File: config.mk
export PLATFORM = sky130hd
export DESIGN_NAME = uart_rx
export DESIGN_NICKNAME = d
export VERILOG_FILES = /design/src/rtl/uart_pkg.sv /design/src/rtl/uart_sync2.sv /design/src/rtl/uart_rx.sv
export SDC_FILE = /design/constraint.sdc
export NUM_CORES = 1
export LEC_CHECK = 0
export CAP_MARGIN = 20
export CORE_MARGIN = 8
export CORE_UTILIZATION = 40
export DETAILED_ROUTE_END_ITERATION = 12
export PLACE_DENSITY = 0.58
export SLEW_MARGIN = 20
export SYNTH_ARGS = -nofsm -noshare
export SYNTH_HDL_FRONTEND = slang
export SYNTH_SLANG_ARGS = --single-unit
File: constraint.sdc
create_clock -name clk -period 2.6 [get_ports clk]
set_input_delay 0.78 -clock clk [delete_from_list [all_inputs] [get_ports clk]]
set_output_delay 0.78 -clock clk [all_outputs]
set_load 0.005 [all_outputs]
File: src/rtl/uart_pkg.sv
// Shared UART definitions: default clock/baud, bit-timing derivation and
// receiver state encoding, common to the receiver and transmitter.
package uart_pkg;

  localparam int unsigned CLK_FREQ_DEF  = 50_000_000;
  localparam int unsigned BAUD_RATE_DEF = 115200;
  localparam int unsigned CNT_W         = 16;

  typedef enum logic [1:0] {
    IDLE  = 2'd0,
    START = 2'd1,
    DATA  = 2'd2,
    STOP  = 2'd3
  } uart_state_e;

  function automatic int unsigned baud_tick(input int unsigned clk_freq,
                                            input int unsigned baud_rate);
    return clk_freq / baud_rate;
  endfunction

  function automatic int unsigned half_tick(input int unsigned clk_freq,
                                            input int unsigned baud_rate);
    return baud_tick(clk_freq, baud_rate) / 2;
  endfunction

endpackage

File: src/rtl/uart_sync2.sv
// Two-flop synchronizer for the asynchronous serial line; resets to the
// idle-high level so reset release never looks like a start edge.
module uart_sync2 (
  input  logic clk,
  input  logic rst_n,
  input  logic d_i,
  output logic q_o
);

  logic [1:0] sync_q;

  always_ff @(posedge clk or negedge rst_n) begin
    if (!rst_n) sync_q <= 2'b11;
    else        sync_q <= {sync_q[0], d_i};
  end

  assign q_o = sync_q[1];

endmodule

File: src/rtl/uart_rx.sv
// 8N1 UART receiver sampling at mid-bit. Define UART_RX_FRAME_CHECK_EN to
// reject frames with a bad stop bit (frame_err pulse, data unchanged).
module uart_rx
  import uart_pkg::*;
#(
  parameter int unsigned CLK_FREQ  = CLK_FREQ_DEF,
  parameter int unsigned BAUD_RATE = BAUD_RATE_DEF
) (
  input  logic       clk,
  input  logic       rst_n,
  input  logic       rx,
  output logic [7:0] data,
  output logic       data_valid,
  output logic       frame_err,
  output logic       busy
);

  localparam int unsigned BAUD_TICK = baud_tick(CLK_FREQ, BAUD_RATE);
  localparam int unsigned HALF_TICK = half_tick(CLK_FREQ, BAUD_RATE);
  localparam logic [CNT_W-1:0] BAUD_LAST = CNT_W'(BAUD_TICK - 1);
  localparam logic [CNT_W-1:0] HALF_LAST = CNT_W'(HALF_TICK - 1);

  logic             rx_s;
  uart_state_e      state_q;
  logic             armed_q;
  logic [CNT_W-1:0] cnt_q;
  logic [2:0]       bit_idx_q;
  logic [7:0]       shift_q;
  logic [7:0]       data_q;
  logic             data_valid_q;
`ifdef UART_RX_FRAME_CHECK_EN
  logic             frame_err_q;
`endif

  uart_sync2 u_sync (
    .clk   (clk),
    .rst_n (rst_n),
    .d_i   (rx),
    .q_o   (rx_s)
  );

  // NOTE: every register here is updated with <= so all reads in this block
  // see last cycle's values regardless of statement order.
  always_ff @(posedge clk or negedge rst_n) begin
    if (!rst_n) begin
      state_q      <= IDLE;
      armed_q      <= 1'b1;
      cnt_q        <= '0;
      bit_idx_q    <= '0;
      shift_q      <= '0;
      data_q       <= '0;
      data_valid_q <= 1'b0;
`ifdef UART_RX_FRAME_CHECK_EN
      frame_err_q  <= 1'b0;
`endif
    end else begin
      data_valid_q <= 1'b0;
`ifdef UART_RX_FRAME_CHECK_EN
      frame_err_q  <= 1'b0;
`endif
      case (state_q)
        IDLE: begin
          // A bad stop bit disarms; the line must return high before the
          // next falling edge is taken as a start.
          if (!armed_q) begin
            if (rx_s) armed_q <= 1'b1;
          end else if (!rx_s) begin
            state_q <= START;
            cnt_q   <= '0;
          end
        end
        START: begin
          if (cnt_q == HALF_LAST) begin
            cnt_q     <= '0;
            bit_idx_q <= '0;
            state_q   <= rx_s ? IDLE : DATA;
          end else begin
            cnt_q <= cnt_q + 1'b1;
          end
        end
        DATA: begin
          if (cnt_q == BAUD_LAST) begin
            cnt_q     <= '0;
            shift_q   <= {rx_s, shift_q[7:1]};
            bit_idx_q <= bit_idx_q + 1'b1;
            if (bit_idx_q == 3'd7) state_q <= STOP;
          end else begin
            cnt_q <= cnt_q + 1'b1;
          end
        end
        STOP: begin
          if (cnt_q == BAUD_LAST) begin
            cnt_q   <= '0;
            state_q <= IDLE;
            if (rx_s) begin
              data_q       <= shift_q;
              data_valid_q <= 1'b1;
            end else begin
              armed_q <= 1'b0;
`ifdef UART_RX_FRAME_CHECK_EN
              frame_err_q  <= 1'b1;
`else
              data_q       <= shift_q;
              data_valid_q <= 1'b1;
`endif
            end
          end else begin
            cnt_q <= cnt_q + 1'b1;
          end
        end
        default: state_q <= IDLE;
      endcase
    end
  end

  assign data       = data_q;
  assign data_valid = data_valid_q;
  assign busy       = (state_q != IDLE);
`ifdef UART_RX_FRAME_CHECK_EN
  assign frame_err  = frame_err_q;
`else
  assign frame_err  = 1'b0;
`endif

endmodule
Word-level counts from Yosys, hierarchy flattened
Cells that the tools add are included.
{"block": "op_classes", "addsub": 2, "mul": 0, "div_mod_pow": 0, "magnitude_cmp": 0, "n_eq_ne": 13, "shifts": 0, "muxes": 23, "bitwise_logic": 0, "reduce_logical": 11}
{"operator": "two-way mux 16 bit", "count": 4}
{"operator": "one-hot mux 16 bit (3 select lines)", "count": 1}
{"operator": "adder 16 x 1 -> 16 bit, second input constant", "count": 1}
{"operator": "equality test 16 x 8 -> 1 bit, second input constant", "count": 1}
{"operator": "equality test 16 x 9 -> 1 bit, second input constant", "count": 1}
{"operator": "two-way mux 2 bit", "count": 7}
{"operator": "inequality test 2 bit, second input constant", "count": 7}
{"operator": "one-hot mux 2 bit (4 select lines)", "count": 1}
{"operator": "two-way mux 1 bit", "count": 6}
{"operator": "two-way mux 3 bit", "count": 2}
{"operator": "one-hot mux 3 bit (2 select lines)", "count": 1}
{"operator": "AND reduction 2 bit", "count": 3}
{"operator": "AND reduction 3 bit", "count": 2}
{"operator": "AND reduction 6 bit", "count": 1}
{"operator": "nonzero test 2 bit", "count": 3}
{"operator": "equality test 2 bit, second input constant", "count": 2}
{"operator": "adder 3 x 1 -> 3 bit, second input constant", "count": 1}
{"operator": "equality test 3 bit, second input constant", "count": 1}
{"operator": "equality test 2 x 1 -> 1 bit, second input constant", "count": 1}
{"operator": "zero test 2 bit", "count": 1}
{"operator": "one-hot mux 1 bit (2 select lines)", "count": 1}
{"operator": "OR reduction 2 bit", "count": 1}
{"block": "totals", "reg_bits": 41, "latchBits": 0, "ramBits": 0, "mem_bits_ro": 0, "inputBits": 3, "out_inout_bits": 11, "word_cells": 57, "n_memories": 0}

Depth between registers and ports, before layout
Gate-level depths: netlist of run 1.
{"block": "logic_depth", "ltp_word": 4, "mapped_depth": 7, "depth_no_buf": 6}

Modules after synthesis
Synthesis of run 1 repeated with hierarchy kept, for this count alone.
{"block": "hier_totals", "hier_cells": 190, "hier_area_um2": 1983.2}
{"mod": "uart_rx", "n_inst": 1, "cells_per_inst": 188, "area_each_um2": 1930.6, "seq_area_each_um2": 977.2}
{"mod": "uart_sync2", "n_inst": 1, "cells_per_inst": 2, "area_each_um2": 52.6, "seq_area_each_um2": 52.6}

Least setup slack after synthesis of run 1
OpenSTA, ideal clock, no wires.
{"block": "synth_timing", "kind": "reg2reg", "from": "register cnt_q[2]", "to": "register shift_q[0]", "setup_time_ns": 0.125, "arrival_ns": 1.746, "required_time_ns": 2.475, "slack_ns": 0.729, "path_stages_with_launch": 6, "path_buffers": 1, "period_less_slack_ns": 1.871, "cell_sequence": "dfrtp_1 > nor4_4 > nand4_1 > or2_1 > buf_4 > mux2_4"}
{"block": "synth_between", "elab_chain_len": 2}
{"element": "start, declared", "line": "uart_rx.sv:26", "text": "logic [CNT_W-1:0] cnt_q;"}
{"element": "start signal, assigned", "line": "uart_rx.sv:78", "text": "cnt_q <= cnt_q + 1'b1;"}
{"element": "start signal, assigned", "line": "uart_rx.sv:88", "text": "cnt_q <= cnt_q + 1'b1;"}
{"element": "start signal, assigned", "line": "uart_rx.sv:108", "text": "cnt_q <= cnt_q + 1'b1;"}
{"element": "equality test 16 x 9 -> 1 bit", "line": "uart_rx.sv:82", "text": "if (cnt_q == BAUD_LAST) begin"}
{"element": "AND reduction 2 bit (no source line)"}
{"element": "end signal, assigned", "line": "uart_rx.sv:84", "text": "shift_q <= {rx_s, shift_q[7:1]};"}
{"element": "end, declared", "line": "uart_rx.sv:28", "text": "logic [7:0] shift_q;"}
No other way between the ends.
A chain may end at the register's enable or synchronous reset.

==> results of run 1 <==
-- report_power, final --
| group | switching (W) | total (W) | internal (W) | leakage, nW |
|---|---|---|---|---|
| Sequential | 0.0000523 | 0.000725 | 0.000673 | 0.557 |
| Combinational | 0.000204 | 0.000328 | 0.000124 | 0.477 |
| Clock | 0.000240 | 0.000627 | 0.000387 | 0.0687 |
-- flip-flops by register name, indices dropped and copies added (netlist names), named ones only --
register / count
cnt_q: 16
data_valid: 1
shift_q: 8
armed_q: 1
u_sync.sync_q: 2
bit_idx_q: 3
data: 8
state_q: 1
-- layout make-up --
| type | count | area (µm²) |
|---|---|---|
| Fill cell | 523 | 2660 |
| Sequential cell | 41 | 1030 |
| Multi-Input combinational cell | 142 | 1030 |
| Timing Repair Buffer | 17 | 153 |
| Tap cell | 70 | 87.6 |
| Clock buffer | 5 | 68.8 |
| Clock inverter | 3 | 68.8 |
| Inverter | 12 | 45.0 |
-- layer usage --
metal,vias to the layer above,wire [µm]
met5,-,0
met4,0,116
met3,13,219
met2,41,2010
met1,757,2080
li1,774,-
-- stage by stage --
| stage | instances | utilization |
|---|---|---|
| after floorplan | 203 | - |
| after global placement | 282 | 0.456 |
| after detailed placement | 282 | 0.456 |
| after CTS | 290 | 0.482 |
| after global routing | 290 | 0.482 |
| final | 290 | 0.482 |
-- path summary, 6_finish.rpt --
path                                   from          endpoint
min in group asynchronous             rst_n        shift_q[6]
max in group asynchronous             rst_n  u_sync.sync_q[0]
hold reg to reg            u_sync.sync_q[0]  u_sync.sync_q[1]
hold / removal             u_sync.sync_q[0]  u_sync.sync_q[1]
setup / recovery                   register              busy
setup reg to reg                  cnt_q[12]        shift_q[0]
-- synth_stat cells (2+ instances only) --
| cell type | number | share of area |
|---|---|---|
| o21ai_0 | 13 | 0.030 |
| mux2_2 | 9 | 0.047 |
| a21oi_1 | 3 | 0.0070 |
| o211ai_1 | 5 | 0.018 |
| or3_1 | 2 | 0.0058 |
| ha_1 | 5 | 0.029 |
| nor2_1 | 8 | 0.014 |
| nor4_4 | 2 | 0.020 |
| nor3_1 | 2 | 0.0047 |
| o2111ai_1 | 2 | 0.0082 |
| and2_1 | 2 | 0.0058 |
| inv_1 | 12 | 0.021 |
| o221ai_1 | 2 | 0.0082 |
| dfstp_2 | 3 | 0.037 |
| nand4_1 | 8 | 0.023 |
| clkbuf_1 | 6 | 0.011 |
| buf_4 | 2 | 0.0070 |
| nand2_1 | 24 | 0.042 |
| dfrtp_1 | 38 | 0.44 |
| nor2b_1 | 3 | 0.0088 |
| a41oi_2 | 2 | 0.015 |
| and4_1 | 5 | 0.020 |
| o22ai_1 | 6 | 0.018 |
| nor4_1 | 3 | 0.0088 |
| a22oi_1 | 2 | 0.0070 |
| nand3_1 | 7 | 0.016 |
| mux2_4 | 7 | 0.049 |
-- cell families (layout without fill, tap and decap cells) --
logic type | count (synthesis) | after routing | share of synthesized area
DFF | 41 | 41 | 0.481
AOI/OAI and AO/OA | 42 | 42 | 0.139
other | 1 | 1 | 0.00175
muxes | 17 | 17 | 0.101
adders and majority gates | 5 | 5 | 0.0292
buffers and inverters | 20 | 37 | 0.0386
xor gates and xnor gates | 2 | 2 | 0.00819
and+or+nand+nor | 75 | 75 | 0.201
==> flow_metrics.env, run 1 <==
export IMPL_dp_hpwl_mm=2.96
export IMPL_max_freq_mhz=438
export IMPL_final_cell_mix="38 x dfrtp_1, 24 x nand2_1, 13 x o21ai_0, 12 x inv_1, 11 x clkdlybuf4s50_1"
export IMPL_hold_buffers=0
export IMPL_worst_ep_required_time_ps=1820
export IMPL_yosysSeqAreaShare=0.481
export IMPL_hold_depth=0
export IMPL_r2r_cells=4
export IMPL_synth_cell_types=47
export IMPL_synth_area_mm2=0.00214
export IMPL_rsz0062_at_grt="false"
export IMPL_clkTransAtPathRegs_ps=90
export IMPL_fin_area_mm2=0.00248
export IMPL_slowest_stage="clkdlybuf4s50_1"
export IMPL_syn2layout_area_growth_pct=15.9
export IMPL_layout_worst_path_cycle_share=0.878
export IMPL_dieArea_mm2=0.00795
export IMPL_crit_type="register to primary output"
export IMPL_via_count=1585
export IMPL_yosys_warnings=0
export IMPL_syn_num_nets=211
export IMPL_dr_pass1_iters=4
export IMPL_grtUsageMet3=0.0294
export IMPL_synth_ff_type="dfrtp_1"
export IMPL_outcome="completed"
export IMPL_crit_path_max_incr_delay_ps=520
export IMPL_fp_dieH_um=89.1
export IMPL_worst_path_buf_inv=2
export IMPL_finalMaxSlewViolations=0
export IMPL_antenna_cells=0
export IMPL_ys_seq_elements=41
export IMPL_viasPerCell=5.47
export IMPL_die_w_um=89.1
export IMPL_fin_hold_ws_ps=346
export IMPL_use_met2=0.185
export IMPL_finalPower_w=0.00168
export IMPL_final_common_cell="dfrtp_1"
export IMPL_place_area_mm2=0.00234
export IMPL_max_slew_margin=0.528
export IMPL_synthCells=203
export IMPL_cts_htree_levels=2
export IMPL_drive_gt1_frac=0.182
export IMPL_endpoint_kind="primary output"
export IMPL_gp_congestion=0.788
export IMPL_grt_total_usage=0.120
export IMPL_start_kind="register"
export IMPL_wirelength_mm=4.43
export IMPL_place_ws_ps=510
export IMPL_path_cells="nor2_1 -> inv_1 -> clkdlybuf4s50_1"
export IMPL_hold_path_class="register to register"
export IMPL_synth_edf_count=0
export IMPL_p_per_area_mw_per_mm2=678
export IMPL_timing_setup_tns_ps=0
export IMPL_cts_resized=0
export IMPL_clockRootBuffer="clkbuf_8"
export IMPL_crit_fanout=8
export IMPL_clockBufferDepth=2
export IMPL_start_util=0.416
export IMPL_ant_nets=0
export IMPL_path_delay_family="buffers and inverters"
export IMPL_cts_sinks=41
export IMPL_reg2reg_setup_slack_ps=490
export IMPL_portBuffers=12
export IMPL_worstSkewPairLatency_ps=300
export IMPL_grt_pass1_wl_mm=7.34
export IMPL_first_iter_violations=83
export IMPL_antenna_found_initial=0
export IMPL_busiest_layer="met2"
export IMPL_arrival_ps=1500
export IMPL_worst_pin_slew_ps=702
export IMPL_finalWorstSetupSlack_ps=317
export IMPL_rows=26
export IMPL_post_cts_setup_buffers=0
export IMPL_setup_viol=0
export IMPL_wl_per_cell_um=15.3
export IMPL_drv_cap=0
export IMPL_hold_violations=0
export IMPL_fin_skew_ps=10.5
export IMPL_cp_depth=3
export IMPL_grt_max_degree=42
export IMPL_core_area_mm2=0.00514
export IMPL_avgSynthCellArea_um2=10.5
export IMPL_fin_nets=227
export IMPL_grt_pass1_vias=1555
export IMPL_cts_tree="yes"
export IMPL_peakVddDrop_mv=0.266
export IMPL_cts_made_buffers=5
export IMPL_grtUsageMet1=0.150
export IMPL_pin_count=14
export IMPL_drc_errors=0
export IMPL_p_leak_nw=1.10
export IMPL_async_flop_share=1.00
export IMPL_period_minus_slack_ps=2280
export IMPL_overflow=0
(Power assumes the default switching activity.)
==> run 2, diff against run 1 <==
Settings changed: GPL_ROUTABILITY_DRIVEN from default to 1.
==> results of run 2 <==
Same layout as run 1: the final DEF is identical, and so are final timing and power.
==> run 3, diff against run 2 <==
Settings changed: PLACE_DENSITY 0.58 to 0.6, SYNTH_HIERARCHICAL from default to 1.
Clock period 2.6 ns to 1.9 ns, I/O delays scaled along.
==> flow_metrics.env, run 3 <==
export IMPL_crit_type="register to register"
export IMPL_violations="setup timing"
export IMPL_synth_common_cells="38 x dfrtp_1, 22 x nand2_1, 12 x o21ai_0"
export IMPL_top_register="cnt_q"
export IMPL_wirelength_mm=4.99
export IMPL_place_ws_ps=-516
export IMPL_grt_max_degree=42
export IMPL_yosys_warnings=6
export IMPL_grt_pass1_vias=1653
export IMPL_p_per_area_mw_per_mm2=975
export IMPL_cts_tree="yes"
export IMPL_syn_num_nets=198
export IMPL_portBuffers=12
export IMPL_drive_gt1_frac=0.417
export IMPL_async_flop_share=1.00
export IMPL_clockBufferDepth=2
export IMPL_postLayoutCoreUtil=0.601
export IMPL_yosysTopAreaCellShare=0.479
export IMPL_synth_most_common_cell="dfrtp_1"
export IMPL_path_cells="or4_4 -> or4_4 -> or3b_4 -> mux2_4"
export IMPL_place_area_mm2=0.00236
export IMPL_r2r_cells=4
export IMPL_synth_cell_types=34
export IMPL_yosys_area_share_simple=0.153
export IMPL_synth_top_family_by_area="simple AND/OR/NAND/NOR gates"
export IMPL_yosys_area_top_type="dfrtp_1"
export IMPL_period_minus_slack_ps=2420
export IMPL_grt_total_usage=0.132
export IMPL_fin_hold_ws_ps=333
export IMPL_synthTopCellsByArea="dfrtp_1 48%, mux2_2 5.1%, mux2_4 4.5%, nand2_1 4.2%, dfstp_2 4.0%"
export IMPL_p_leak_nw=1.29
export IMPL_max_slew_margin=0.424
export IMPL_ys_seq_elements=41
export IMPL_finalMaxSlewViolations=0
export IMPL_first_iter_violations=102
export IMPL_slowest_stage="or4_4"
export IMPL_fin_area_mm2=0.00286
export IMPL_wl_per_cell_um=16.1
export IMPL_pin_count=14
export IMPL_cts_sinks=41
export IMPL_synth_xor_area_frac=0.00883
export IMPL_ant_nets=0
export IMPL_setup_viol=39
export IMPL_overflow=0
export IMPL_cts_htree_levels=2
export IMPL_via_count=1668
export IMPL_start_util=0.417
export IMPL_max_freq_mhz=413
export IMPL_worst_pin_slew_ps=864
export IMPL_crit_fanout=6
export IMPL_antenna_cells=0
export IMPL_worstSkewPairLatency_ps=290
export IMPL_hold_violations=0
export IMPL_fin_cells=309
export IMPL_peakVddDrop_mv=0.626
export IMPL_finalWorstSetupSlack_ps=-523
export IMPL_reg2reg_from="cnt_q[12]"
export IMPL_viasPerCell=5.40
export IMPL_fin_skew_ps=6.62
export IMPL_placed_cells=288
export IMPL_start_kind="register"
export IMPL_gp_congestion=0.811
export IMPL_dr_pass1_iters=4
export IMPL_clockRootBuffer="clkbuf_8"
export IMPL_core_area_mm2=0.00475
export IMPL_outcome="complete, but fails checks"
export IMPL_fp_dieH_um=86.4
export IMPL_critPathMostFrequentCell="or4_4"
export IMPL_cts_made_buffers=5
export IMPL_drv_cap=0
export IMPL_dieArea_mm2=0.00747
export IMPL_synth_ff_type="dfrtp_1"
export IMPL_crit_start="cnt_q[12]"
export IMPL_rows=25
export IMPL_fin_nets=249
export IMPL_yosysSeqAreaShare=0.519
export IMPL_drc_errors=0
export IMPL_synth_edf_count=0
export IMPL_crit_path_max_incr_delay_ps=580
export IMPL_hold_buffers=0
export IMPL_avgSynthCellArea_um2=10.4
export IMPL_synth_fa_ha_area_frac=0.0315
export IMPL_syn2layout_area_growth_pct=44.0
export IMPL_hold_path_class="input port to asynchronous set/reset pin"
export IMPL_synthCells=190
export IMPL_largest_register_ffs=16
export IMPL_endpoint_kind="register"
export IMPL_final_cell_mix="38 x dfrtp_1, 32 x buf_4, 19 x nand2_1, 14 x mux2_4"
export IMPL_die_w_um=86.4
export IMPL_synth_compound_area_frac=0.134
export IMPL_synth_area_mm2=0.00198
export IMPL_rsz0062_at_grt="true"
export IMPL_arrival_ps=2610
export IMPL_worst_ep_required_time_ps=2080
export IMPL_layout_worst_path_cycle_share=1.28
export IMPL_antenna_found_initial=0
export IMPL_final_common_cell="dfrtp_1"
export IMPL_dp_hpwl_mm=3.03
export IMPL_clkTransAtPathRegs_ps=80
export IMPL_grt_pass1_wl_mm=7.80
export IMPL_synthMuxAreaShare=0.107
## run 3: final cells by class
| type | instances | area (µm²) |
|---|---|---|
| clock buffer | 6 | 82.6 |
| clock inverter | 2 | 37.5 |
| fill | 408 | 1900 |
| inverter | 9 | 33.8 |
| multi-input combinational | 130 | 1090 |
| sequential | 41 | 1030 |
| tap | 67 | 83.8 |
| timing repair buffer | 54 | 503 |
## run 3: what timing repair did
action | in CTS | in global routing
gates resized for setup | 17 | 50
gates cloned | 4 | 1
pin swaps | 5 | 19
buffers inserted | 3 | 6
endpoints found under the setup margin | 40 | 39
## run 3: cell families after synthesis
logic type	count (synthesis)
mux	17
other cells	1
fa+ha+maj	5
buf+inv	20
compound gates	43
simple gates	61
xor+xnor	2
flops	41
## run 3: where the power goes
| group | internal [W] | switching [W] |
|---|---|---|
| sequential | 0.000938 | 0.0000334 |
| clock | 0.000427 | 0.000310 |
| combinational | 0.000493 | 0.000585 |
## run 3: stage by stage
stage | total power (W) | setup TNS [ps]
2_1_floorplan | 0.00137 | -14790
4_1_cts | 0.00260 | -17000
6_report | 0.00279 | -15880
3_3_place_gp | 0.00164 | -14740
3_5_place_dp | 0.00167 | -16680
5_1_grt | 0.00292 | -18510
## run 3: worst max-delay path, delay by kind of cell (launching register included)
family	cells	cell delay, ps
flops	1	390
mux	1	320
simple gates	3	1600
## run 3: worst paths after layout
path | end | slack [ps]
hold reg to reg | u_sync/sync_q[1] | 360
max in group asynchronous | armed_q | 1210
setup reg to reg | shift_q[6] | -520
hold / removal | data[1] | 330
setup / recovery | shift_q[6] | -520
min in group clk | u_sync/sync_q[1] | 360
## run 3: per-layer routing
metal  global-route usage  vias to the layer above  part of all wire
li1                     -                      788                 -
met1                0.158                      821              0.43
met2                0.227                       51              0.51
met3               0.0236                        8             0.048
met4               0.0516                        0             0.014
met5                    0                        -                 0
